### config.mk
export PLATFORM = sky130hd
export DESIGN_NAME = bin2bcd_seq
export DESIGN_NICKNAME = d
export VERILOG_FILES = /design/src/rtl/bin2bcd_pkg.sv /design/src/rtl/bin2bcd_seq_add3_digit.sv /design/src/rtl/bin2bcd_seq.sv
export SDC_FILE = /design/constraint.sdc
export NUM_CORES = 1
export LEC_CHECK = 0
export CORE_MARGIN = 2
export CORE_UTILIZATION = 30
export CTS_BUF_LIST = sky130_fd_sc_hd__clkbuf_8
export CTS_CLUSTER_SIZE = 24
export DETAILED_ROUTE_END_ITERATION = 8
export SLEW_MARGIN = 40
export SYNTH_ARGS = -nofsm -noshare
export SYNTH_HDL_FRONTEND = slang
export SYNTH_SLANG_ARGS = --single-unit
### constraint.sdc
create_clock -name clk -period 1.6 [get_ports clk]
set_clock_uncertainty 0.2 [all_clocks]
set_input_delay 0.32 -clock clk [delete_from_list [all_inputs] [get_ports clk]]
set_output_delay 0.32 -clock clk [all_outputs]
set_load 0.05 [all_outputs]
### src/rtl/bin2bcd_pkg.sv
// Shared definitions for the sequential binary-to-BCD converter.
// Holds the FSM state encoding and the add-3 digit constants.
package bin2bcd_pkg;

  localparam int unsigned DIGIT_W     = 4;
  localparam logic [3:0]  ADD3_THRESH = 4'd5;
  localparam logic [3:0]  ADD3_VAL    = 4'd3;

  typedef enum logic [1:0] {
    IDLE  = 2'd0,
    SHIFT = 2'd1,
    DONE  = 2'd2
  } state_t;

endpackage

### src/rtl/bin2bcd_seq_add3_digit.sv
// One double-dabble digit correction: add 3 when the digit is 5 or more.
// Purely combinational; the 4-bit sum never needs a carry out.
module bcd_add3_digit
  import bin2bcd_pkg::*;
(
  input  logic [3:0] d,
  output logic [3:0] q
);

  always_comb begin
    q = d;
    if (d >= ADD3_THRESH) q = d + ADD3_VAL;
  end

endmodule

### src/rtl/bin2bcd_seq.sv
// Sequential binary-to-BCD converter (shift-and-add-3), one bit per cycle,
// with valid/ready handshakes on input and output.
module bin2bcd_seq
  import bin2bcd_pkg::*;
#(
  parameter int BIN_W  = 8,
  parameter int DIGITS = 3
) (
  input  logic                   clk,
  input  logic                   rst_n,
  input  logic                   in_valid,
  output logic                   in_ready,
  input  logic [BIN_W-1:0]       bin_in,
  output logic                   out_valid,
  input  logic                   out_ready,
  output logic [4*DIGITS-1:0]    bcd_out,
  output logic                   busy
);

  localparam int BCD_W = DIGIT_W * DIGITS;
  localparam int SCR_W = BCD_W + BIN_W;
  localparam int CNT_W = $clog2(BIN_W + 1);
  localparam logic [CNT_W-1:0] LAST = CNT_W'(BIN_W - 1);

  state_t              state, state_nxt;
  logic [CNT_W-1:0]    cnt, cnt_nxt;
  logic [SCR_W-1:0]    scratch, scratch_nxt;
  logic [SCR_W-1:0]    adjusted;
  logic [SCR_W-1:0]    shifted;
  logic [BCD_W-1:0]    bcd_q, bcd_nxt;

  // Digit fields sit above the binary bits; only they receive the add-3 correction.
  for (genvar i = 0; i < DIGITS; i++) begin : g_digit
    bcd_add3_digit u_digit (
      .d (scratch [BIN_W + 4*i +: 4]),
      .q (adjusted[BIN_W + 4*i +: 4])
    );
  end

  assign adjusted[BIN_W-1:0] = scratch[BIN_W-1:0];
  assign shifted             = {adjusted[SCR_W-2:0], 1'b0};

  always_ff @(posedge clk) begin
    if (!rst_n) begin
      state   <= IDLE;
      cnt     <= '0;
      scratch <= '0;
      bcd_q   <= '0;
    end else begin
      state   <= state_nxt;
      cnt     <= cnt_nxt;
      scratch <= scratch_nxt;
      bcd_q   <= bcd_nxt;
    end
  end

  always_comb begin
    state_nxt   = state;
    cnt_nxt     = cnt;
    scratch_nxt = scratch;
    bcd_nxt     = bcd_q;
    case (state)
      IDLE: begin
        if (in_valid) begin
          scratch_nxt = {{BCD_W{1'b0}}, bin_in};
          cnt_nxt     = '0;
          state_nxt   = SHIFT;
        end
      end
      SHIFT: begin
        scratch_nxt = shifted;
        cnt_nxt     = cnt + CNT_W'(1);
        if (cnt == LAST) begin
          bcd_nxt   = shifted[SCR_W-1 -: BCD_W];
          state_nxt = DONE;
        end
      end
      DONE: begin
        if (out_ready) state_nxt = IDLE;
      end
      default: state_nxt = IDLE;
    endcase
  end

  always_comb begin
    in_ready  = (state == IDLE);
    busy      = (state == SHIFT);
    out_valid = (state == DONE);
    bcd_out   = bcd_q;
  end

endmodule

==> flow_summary.toml, run 1 <==
[sta]
finalWorstPathRequiredPeriod_ns = 1.64
rsz0062_at_grt = "yes"
tns_ns = -0.0364
setup_ws_ns = -0.0364
maxClockFrequency_mhz = 611
hold_viol = 0
setup_viol = 1
slew_headroom_pct = 81.1
hold_ws_ns = 0.306
fin_crit_sh_pct = 102
tightestPinTransition_ns = 0.282
drv_slew = 0

[yosys]
syn_inst = 210
synth.area.top_cells = "dfxtp_1 42%, o21ai_0 7.8%, a21oi_1 5.0%"
synth_nets = 229
postSynthAreaPerCell_um2 = 8.59
synth_area_mm2 = 0.00180
ys_types = 34
yosys_register_bits = 38
synth_top_area_share_pct = 42.2
yosys_warnings = 0
synth-seq-area-share_pct = 42.2
yosysTopAreaCell = "dfxtp_1"

[hold_path]
min_from = "scratch[17]$_SDFFE_PN0P_"
hp-class = "flop to flop"
hold_end = "scratch[17]$_SDFFE_PN0P_"
min_path_cells = 2

[power]
p_leak_nw = 1.12
ir_worst_vdd_mv = 0.388
power_density_mw_per_mm2 = 708
finalPower_mw = 2.03

[finish]
instances_no_fill = 346
diodes = 0
area_growth_syn_to_layout_pct = 58.9
fin_nets = 289
final_cell_area_mm2 = 0.00287
final_core_util_pct = 49.0
layout-drive-gt1-share_pct = 38.7

[placement]
hpwl_um = 2890
dpl_cell_area_mm2 = 0.00248
io_buffers = 26
place.gp.congestion = 0.761
placedCellCount = 327
post-place-ws_ns = -0.102

[setup_path]
regToRegEndpoint = "bcd_out[1]$_SDFFE_PN0P_"
cpPeakStageDelay_ns = 0.35
worstSetupPathType = "flop to output pin"
cpMaxStageDelayCell = "dfxtp_2"
reg2reg_setup_slack_ns = 0.03
path_cells = "nand2b_4 -> inv_16 -> buf_12 -> buf_12"
cp_data_required_time_ns = 1.08
cp.arrival_ns = 1.12
worstSetupEndpointType = "output pin"
reg2reg_from = "scratch[9]$_SDFFE_PN0P_"
reg2reg_depth = 8
crit_fanout = 2
startpoint_type = "flop"
critPathLaunch = "state[1]$_SDFFE_PN0P_"
cp_common_cell = "buf_12"

[floorplanning]
start_util_pct = 30.8
dieArea_mm2 = 0.00665
die_h_um = 81.6
io_pins = 27
die_x_um = 81.6
core_mm2 = 0.00585
rows = 28

[clock_tree]
clk_pin_slew_ns = 0.08
cts_htree_levels = 2
insertion_delay_ns = 0.29
cts_root_buf = "clkbuf_8"
cts_tree = "built"
holdBufCountCts = 0
clockBufferDepth = 2
cts_inserted_buffers = 5
cts.sinks = 38

[outcome]
status = "finished, violations left"
failed_checks = "setup timing"

[grt]
grt_overflow = 0
first_global_vias = 1541
antenna_found_initial = 0
grt_pass1_wl_um = 7200
grt_usage_pct = 13.9
grt_max_degree = 19

[detailed_routing]
drt_iter0_drc = 65
drc = 0
drt-vias-per-instance = 4.78
drt-total-wl_um = 4210
firstDrtPassIters = 5
antenna_left = 0
wl_per_cell_um = 12.2
vias = 1655

[flow_run]
drv_cap = 0
==> cells by family (layout without fill, tap and decap cells) <==
group | count (synthesis) | count (layout) | synth area share (%)
AO/OA/AOI/OAI | 69 | 69 | 22.7
XOR/XNOR | 3 | 3 | 1.46
adder cells (fa/ha/maj) | 7 | 7 | 4.85
buffers and inverters | 21 | 82 | 7.07
flip-flops | 38 | 38 | 42.2
multiplexers | 4 | 4 | 2.43
AND/OR/NAND/NOR | 68 | 68 | 19.3
==> power by group <==
group	internal [mW]	switching, mW
Clock	0.459	0.344
Combinational	0.123	0.118
Sequential	0.970	0.0158
==> registers in the layout (all words and copies together) (netlist names) <==
name,count
scratch,20
bcd_out,12
cnt,4
state,2
==> how the worst max path moves through the flow <==
| stage | depth (start not counted) | slack, ns | end |
|---|---|---|---|
| after CTS | 4 | -0.04 | out_valid |
| after global placement | 5 | -0.05 | scratch[19]$_SDFFE_PN0P_ |
| after floorplan | 8 | -0.06 | bcd_out[7]$_SDFFE_PN0P_ |
| final | 4 | -0.04 | busy |
| after global routing | 4 | -0.06 | busy |
| after detailed placement | 5 | -0.10 | scratch[11]$_SDFFE_PN0P_ |
==> cell usage in the layout, fill, tap and decap left out, types with 9 or more instances in the layout <==
cell type / count
o21ai_0: 23
buf_4: 33
buf_12: 18
nand3_1: 13
nand2_1: 19
dfxtp_2: 9
nor2_1: 10
a21oi_1: 15
dfxtp_1: 29
clkdlybuf4s50_1: 11
==> metal layers <==
| layer | share of wire, % | global-route usage [%] | vias up |
|---|---|---|---|
| met5 | 0 | 0 | - |
| met4 | 1.7 | 5.08 | 0 |
| met3 | 3.1 | 3.30 | 6 |
| met2 | 47 | 21.6 | 24 |
| met1 | 49 | 18.7 | 763 |
| li1 | - | - | 862 |
==> cell usage after synthesis <==
master	instances
buf_12	1
a21oi_1	18
nand2_1	20
o21ai_2	1
nor3b_1	5
and4b_1	1
nor2b_1	4
nor2_1	12
buf_2	2
inv_8	1
nand2b_1	3
o21a_1	1
inv_1	8
nand2b_4	1
nand2_4	1
clkbuf_1	5
nand3b_1	1
and3_1	1
nand3_1	13
ha_1	7
nor3_1	5
mux2_2	3
dfxtp_1	38
buf_6	3
o211a_1	4
a21boi_0	4
xnor2_1	3
mux2i_1	1
nand4b_1	1
o21ai_0	28
o22ai_1	7
clkinv_1	1
o221ai_1	3
a22oi_1	3
==> critical path, delay by kind of cell (launching register included) <==
kind / cells / cell delay, ns
AND/OR/NAND/NOR: 1 / 0.19
flip-flops: 1 / 0.35
buffers and inverters: 3 / 0.28
==> what timing repair did <==
item,CTS,global route
setup endpoints to repair,10,21
buffers inserted,2,9
gates resized for setup,27,27
pin swaps,7,11
==> final cells by class <==
type / count / area [µm²]
fillers: 524 / 2980
well taps: 75 / 93.8
flip-flops and latches: 38 / 772
clock inverters: 3 / 40.0
multi-input cells: 151 / 1080
inverters: 10 / 63.8
repair buffers: 64 / 744
clock buffers: 5 / 68.8
No activity file was read; power rests on OpenSTA's default activity.
==> run 2: changes to the inputs <==
--- a/config.mk
+++ b/config.mk
@@ -10,6 +10,7 @@
 export CTS_BUF_LIST = sky130_fd_sc_hd__clkbuf_8
 export CTS_CLUSTER_SIZE = 24
 export DETAILED_ROUTE_END_ITERATION = 8
+export DONT_BUFFER_PORTS = 1
 export SLEW_MARGIN = 40
 export SYNTH_ARGS = -nofsm -noshare
 export SYNTH_HDL_FRONTEND = slang
==> run 2 against run 1 <==
The run now ends clean. Critical path depth rose by 2. Sequential power is essentially flat. Cell count down 11%. Global-route usage fell by 1.1 points. Setup slack better by 0.058 ns. Via count fell by 7.4%. Combinational power shrank 29%. Maximum frequency rose by 3.7%.
==> flow_summary.toml, run 2 (synthesis results as in run 1) <==
[outcome]
status = "completed"

[hold_path]
hp-class = "primary input to flop"

[sta]
setup_ws_ns = 0.0220
rsz0062_at_grt = "yes"
hold_viol = 0
slew_headroom_pct = 64.3
drv_slew = 0
fin_crit_sh_pct = 98.6
maxClockFrequency_mhz = 634
setup_viol = 0
tns_ns = 0
tightestPinTransition_ns = 0.535
finalWorstPathRequiredPeriod_ns = 1.58

[placement]
dpl_cell_area_mm2 = 0.00203
place.gp.congestion = 0.753
post-place-ws_ns = -0.0710
io_buffers = 0
hpwl_um = 2680

[detailed_routing]
drt-total-wl_um = 4010
drc = 0
wl_per_cell_um = 13.0
drt_iter0_drc = 82
drt-vias-per-instance = 4.98
firstDrtPassIters = 4
vias = 1533
antenna_left = 0

[finish]
layout-drive-gt1-share_pct = 33.5
mostFrequentLayoutCells = "29 x dfxtp_1, 22 x o21ai_0, 20 x nand2_1, 20 x buf_4, 14 x a21oi_1"
final_cell_area_mm2 = 0.00238
final_common_cell = "dfxtp_1"
largest_register = "scratch"
area_growth_syn_to_layout_pct = 32.0
diodes = 0
fin_nets = 252
largest_reg_flops = 20

[setup_path]
worstSetupEndpointType = "flop"
cp.arrival_ns = 1.59
cp_num_buf_inv = 1
cp_top_family = "flip-flops"
crit_fanout = 3
worstSetupPathType = "flop to flop"
cpMaxStageDelayCell = "dfxtp_2"
path_cells = "inv_4 -> ha_4 -> nand2b_4 -> a21oi_4 -> mux2_4 -> o22ai_2"
cpPeakStageDelay_ns = 0.35
cp_data_required_time_ns = 1.62
startpoint_type = "flop"

[floorplanning]
die_h_um = 81.6
core_mm2 = 0.00585
die_x_um = 81.6
io_pins = 27
rows = 28
start_util_pct = 30.8
dieArea_mm2 = 0.00665

[power]
p_clk_share_pct = 34.3
p_leak_nw = 0.903
ir_worst_vdd_mv = 0.369
seqPwrFrac_pct = 56.0
intPower_mw = 1.33
p_switching_mw = 0.434
power_density_mw_per_mm2 = 740
sw_frac_of_total_pct = 24.6
comb_power_share_pct = 9.7

[grt]
grt_overflow = 0
antenna_found_initial = 0
grt_max_degree = 39
grt_usage_pct = 12.8
grt_pass1_wl_um = 6670
first_global_vias = 1403

[clock_tree]
insertion_delay_ns = 0.29
cts_root_buf = "clkbuf_8"
clk_pin_slew_ns = 0.07
clockBufferDepth = 2
cts_tree = "built"
cts_inserted_buffers = 5
cts_htree_levels = 2
cts.sinks = 38

[flow_run]
drv_cap = 0
[run 2: cell types whose count changed in the layout (fill, tap and decap cells not counted), sizes merged]
cell and delta:
clkinv -1, inv +1, clkdlybuf4s50 -11, bufinv -1, buf -26
[run 2: worst paths after layout]
path                       startpoint  slack [ns]                       end  depth (start not counted)
min                             rst_n        0.01  bcd_out[10]$_SDFFE_PN0P_                          2
max reg2reg  scratch[13]$_SDFFE_PN0P_        0.02   bcd_out[6]$_SDFFE_PN0P_                          6
max          scratch[13]$_SDFFE_PN0P_        0.02   bcd_out[6]$_SDFFE_PN0P_                          6
min reg2reg  scratch[17]$_SDFFE_PN0P_        0.27  scratch[17]$_SDFFE_PN0P_                          2
[run 2: area by class of cell]
type	count	area, µm²
Timing Repair Buffer	27	267
Tap cell	75	93.8
Clock buffer	5	68.8
Clock inverter	2	7.51
Inverter	10	60.1
Sequential cell	38	774
Fill cell	566	3470
Multi-Input combinational cell	151	1110
[run 2: power by group through the flow]
stage	clock (mW)	sequential, mW	combinational [mW]
5_1_grt	0.671	0.991	0.191
6_report	0.604	0.987	0.170
2_1_floorplan	0	1.00	0.120
4_1_cts	0.627	0.986	0.162
3_3_place_gp	0	1.01	0.134
3_5_place_dp	0	1.01	0.136
[run 2: timing repair]
item | in CTS | in global routing
gates resized for setup | 19 | 41
pin swaps | 4 | 9
buffers inserted | 1 | 4
hold endpoints to repair | 37 | 0
endpoints found under the setup margin | 11 | 21
hold buffers | 1 | 0
[run 2: worst reg2reg max path, delay by kind of cell, from the launching register on]
kind                       cells  cell delay (ns)
DFF                            1             0.35
muxes                          1             0.32
AOI/OAI and AO/OA              2             0.30
adders and majority gates      1             0.14
and+or+nand+nor                1             0.14
buffers and inverters          1             0.05
[run 2: per-layer routing]
layer  up-vias  track usage, %  share of wire (%)
li1        787               -                  -
met2        17            19.5                 47
met3         4            4.07                4.7
met5         -               0                  0
met1       725            17.0                 47
met4         0            4.58                1.4
[run 2: metrics by stage]
step	util, %	instances	hold slack [ns]	total power [mW]
after floorplan	-	210	0.244	1.12
after global placement	34.7	295	0.245	1.14
after detailed placement	34.7	295	0.249	1.14
after CTS	37.6	304	0.00135	1.77
after global routing	40.7	308	0.0141	1.85
final	40.7	308	0.0144	1.76
==> run 3: changes to the inputs <==
--- a/config.mk
+++ b/config.mk
@@ -6,11 +6,12 @@
 export NUM_CORES = 1
 export LEC_CHECK = 0
 export CORE_MARGIN = 2
-export CORE_UTILIZATION = 30
+export CORE_UTILIZATION = 40
 export CTS_BUF_LIST = sky130_fd_sc_hd__clkbuf_8
 export CTS_CLUSTER_SIZE = 24
 export DETAILED_ROUTE_END_ITERATION = 8
 export DONT_BUFFER_PORTS = 1
+export RECOVER_POWER = 50
 export SLEW_MARGIN = 40
 export SYNTH_ARGS = -nofsm -noshare
 export SYNTH_HDL_FRONTEND = slang
==> run 3 against run 2 <==
Flip-flop and latch count unchanged. First-iteration DRC count rose by 18%. Cell count decreased by 5.5%. Combinational power grew 13%. Clock power rose by 12%. Final area grew 1.3%.
==> flow_summary.toml, run 3 (synthesis results as in run 1) <==
[clock_tree]
clockBufferDepth = 2
cts_root_buf = "clkbuf_8"
cts_htree_levels = 2
cts_tree = "built"
clk_pin_slew_ns = 0.08
cts_inserted_buffers = 5
cts.sinks = 38
insertion_delay_ns = 0.29

[power]
intPower_mw = 1.39
p_switching_mw = 0.458
p_clk_share_pct = 36.5
ir_worst_vdd_mv = 0.397
p_leak_nw = 0.928
sw_frac_of_total_pct = 24.7
power_density_mw_per_mm2 = 767
finalPower_mw = 1.85
seqPwrFrac_pct = 53.1
comb_power_share_pct = 10.4

[sta]
hold_viol = 0
finalWorstPathRequiredPeriod_ns = 1.59
slew_headroom_pct = 64.5
tightestPinTransition_ns = 0.532
fin_crit_sh_pct = 99.1
rsz0062_at_grt = "yes"
maxClockFrequency_mhz = 631
hold_ws_ns = 0.0131
drv_slew = 0
setup_viol = 0

[setup_path]
reg2reg_from = "scratch[9]$_SDFFE_PN0P_"
worstSetupEndpointType = "output pin"
crit_fanout = 7
cp.arrival_ns = 1.07
reg2reg_setup_slack_ns = 0.03
startpoint_type = "flop"
regToRegEndpoint = "bcd_out[2]$_SDFFE_PN0P_"
cp_data_required_time_ns = 1.08
reg2reg_depth = 6
worstSetupPathType = "flop to output pin"

[floorplanning]
rows = 24
dieArea_mm2 = 0.00506
core_mm2 = 0.00435
start_util_pct = 41.4
die_h_um = 71.2
io_pins = 27
die_x_um = 71.2

[finish]
largest_reg_flops = 20
final_cell_area_mm2 = 0.00241
largest_register = "scratch"
layout-drive-gt1-share_pct = 31.8
final_common_cell = "dfxtp_1"
diodes = 0
mostFrequentLayoutCells = "30 x dfxtp_1, 22 x o21ai_0, 20 x nand2_1"
area_growth_syn_to_layout_pct = 33.8
fin_nets = 257
nFillCells = 378
final_core_util_pct = 55.4

[detailed_routing]
firstDrtPassIters = 4
drc = 0
wl_per_cell_um = 14.4
drt_iter0_drc = 97
drt-total-wl_um = 4200
drt-vias-per-instance = 5.38
vias = 1566
antenna_left = 0

[grt]
grt_max_degree = 36
grt_pass1_wl_um = 6810
grt_overflow = 0
first_global_vias = 1446
antenna_found_initial = 0
grt_usage_pct = 16.9

[placement]
dpl_cell_area_mm2 = 0.00203
hpwl_um = 2590
io_buffers = 0
place.gp.congestion = 0.739

[flow_run]
drv_cap = 0

[hold_path]
min_path_cells = 2
hold_end = "bcd_out[2]$_SDFFE_PN0P_"
min_from = "rst_n"
hp-class = "primary input to flop"

[outcome]
status = "completed"
run 3: cell count changes in the layout (fill, tap and decap cells not counted), sizes merged:
cell / before / now
dlygate4sd3: 0 / 2
clkbuf: 5 / 8
buf: 27 / 28
run 3: metal layers:
metal / vias up / share of wire (%) / global-route usage, %
li1: 804 / - / -
met1: 732 / 49 / 23.7
met2: 24 / 46 / 25.1
met3: 6 / 4.3 / 4.56
met4: 0 / 0.98 / 5.66
met5: - / 0 / 0
run 3: worst max path at each step:
stage	from	endpoint	slack [ns]	depth (start not counted)
floorplan	state[1]$_SDFFE_PN0P_	bcd_out[7]$_SDFFE_PN0P_	-0.06	8
global placement	scratch[9]$_SDFFE_PN0P_	scratch[10]$_SDFFE_PN0P_	-0.02	6
detailed placement	scratch[9]$_SDFFE_PN0P_	scratch[10]$_SDFFE_PN0P_	-0.06	6
CTS	scratch[9]$_SDFFE_PN0P_	bcd_out[2]$_SDFFE_PN0P_	0.001	6
global route	scratch[13]$_SDFFE_PN0P_	bcd_out[6]$_SDFFE_PN0P_	-0.03	6
finish	state[0]$_SDFFE_PN0P_	out_valid	0.01	3
run 3: worst max-delay path, stage by stage (launching register included):
cell,delay [ns]
dfxtp_4,0.37
buf_12,0.14
nor2_4,0.13
buf_12,0.14
run 3: power groups by stage:
stage,sequential (mW),combinational (mW),clock [mW]
detailed placement,1.01,0.146,0
global placement,1.01,0.146,0
finish,0.983,0.192,0.677
floorplan,1.00,0.120,0
global route,0.986,0.210,0.734
CTS,0.985,0.176,0.685
run 3: repair_timing:
action	in CTS	in global routing
endpoints found under the setup margin	10	18
setup buffers	1	5
hold buffers	3	0
gates resized for setup	21	37
hold endpoints to repair	34	0
gates cloned	0	0
pin swaps	4	9
run 3: metrics by stage:
| stage | std cells | TNS, ns | worst slack (ns) |
|---|---|---|---|
| 3_5_place_dp | 274 | -0.210 | -0.0573 |
| 2_1_floorplan | 210 | -0.285 | -0.0634 |
| 3_3_place_gp | 274 | -0.0373 | -0.0172 |
| 4_1_cts | 286 | 0 | 0.00140 |
| 6_report | 291 | 0 | 0.0141 |
| 5_1_grt | 291 | -0.132 | -0.0332 |
run 3: cell type report:
cell class / count / area [µm²] / area share [%]
multi-input cells: 151 / 1100 / 45.4
flip-flops and latches: 38 / 778 / 32.2
well taps: 52 / 65.1 / 2.70
clock inverters: 2 / 8.76 / 0.363
repair buffers: 32 / 317 / 13.1
clock buffers: 6 / 82.6 / 3.42
inverters: 10 / 66.3 / 2.75
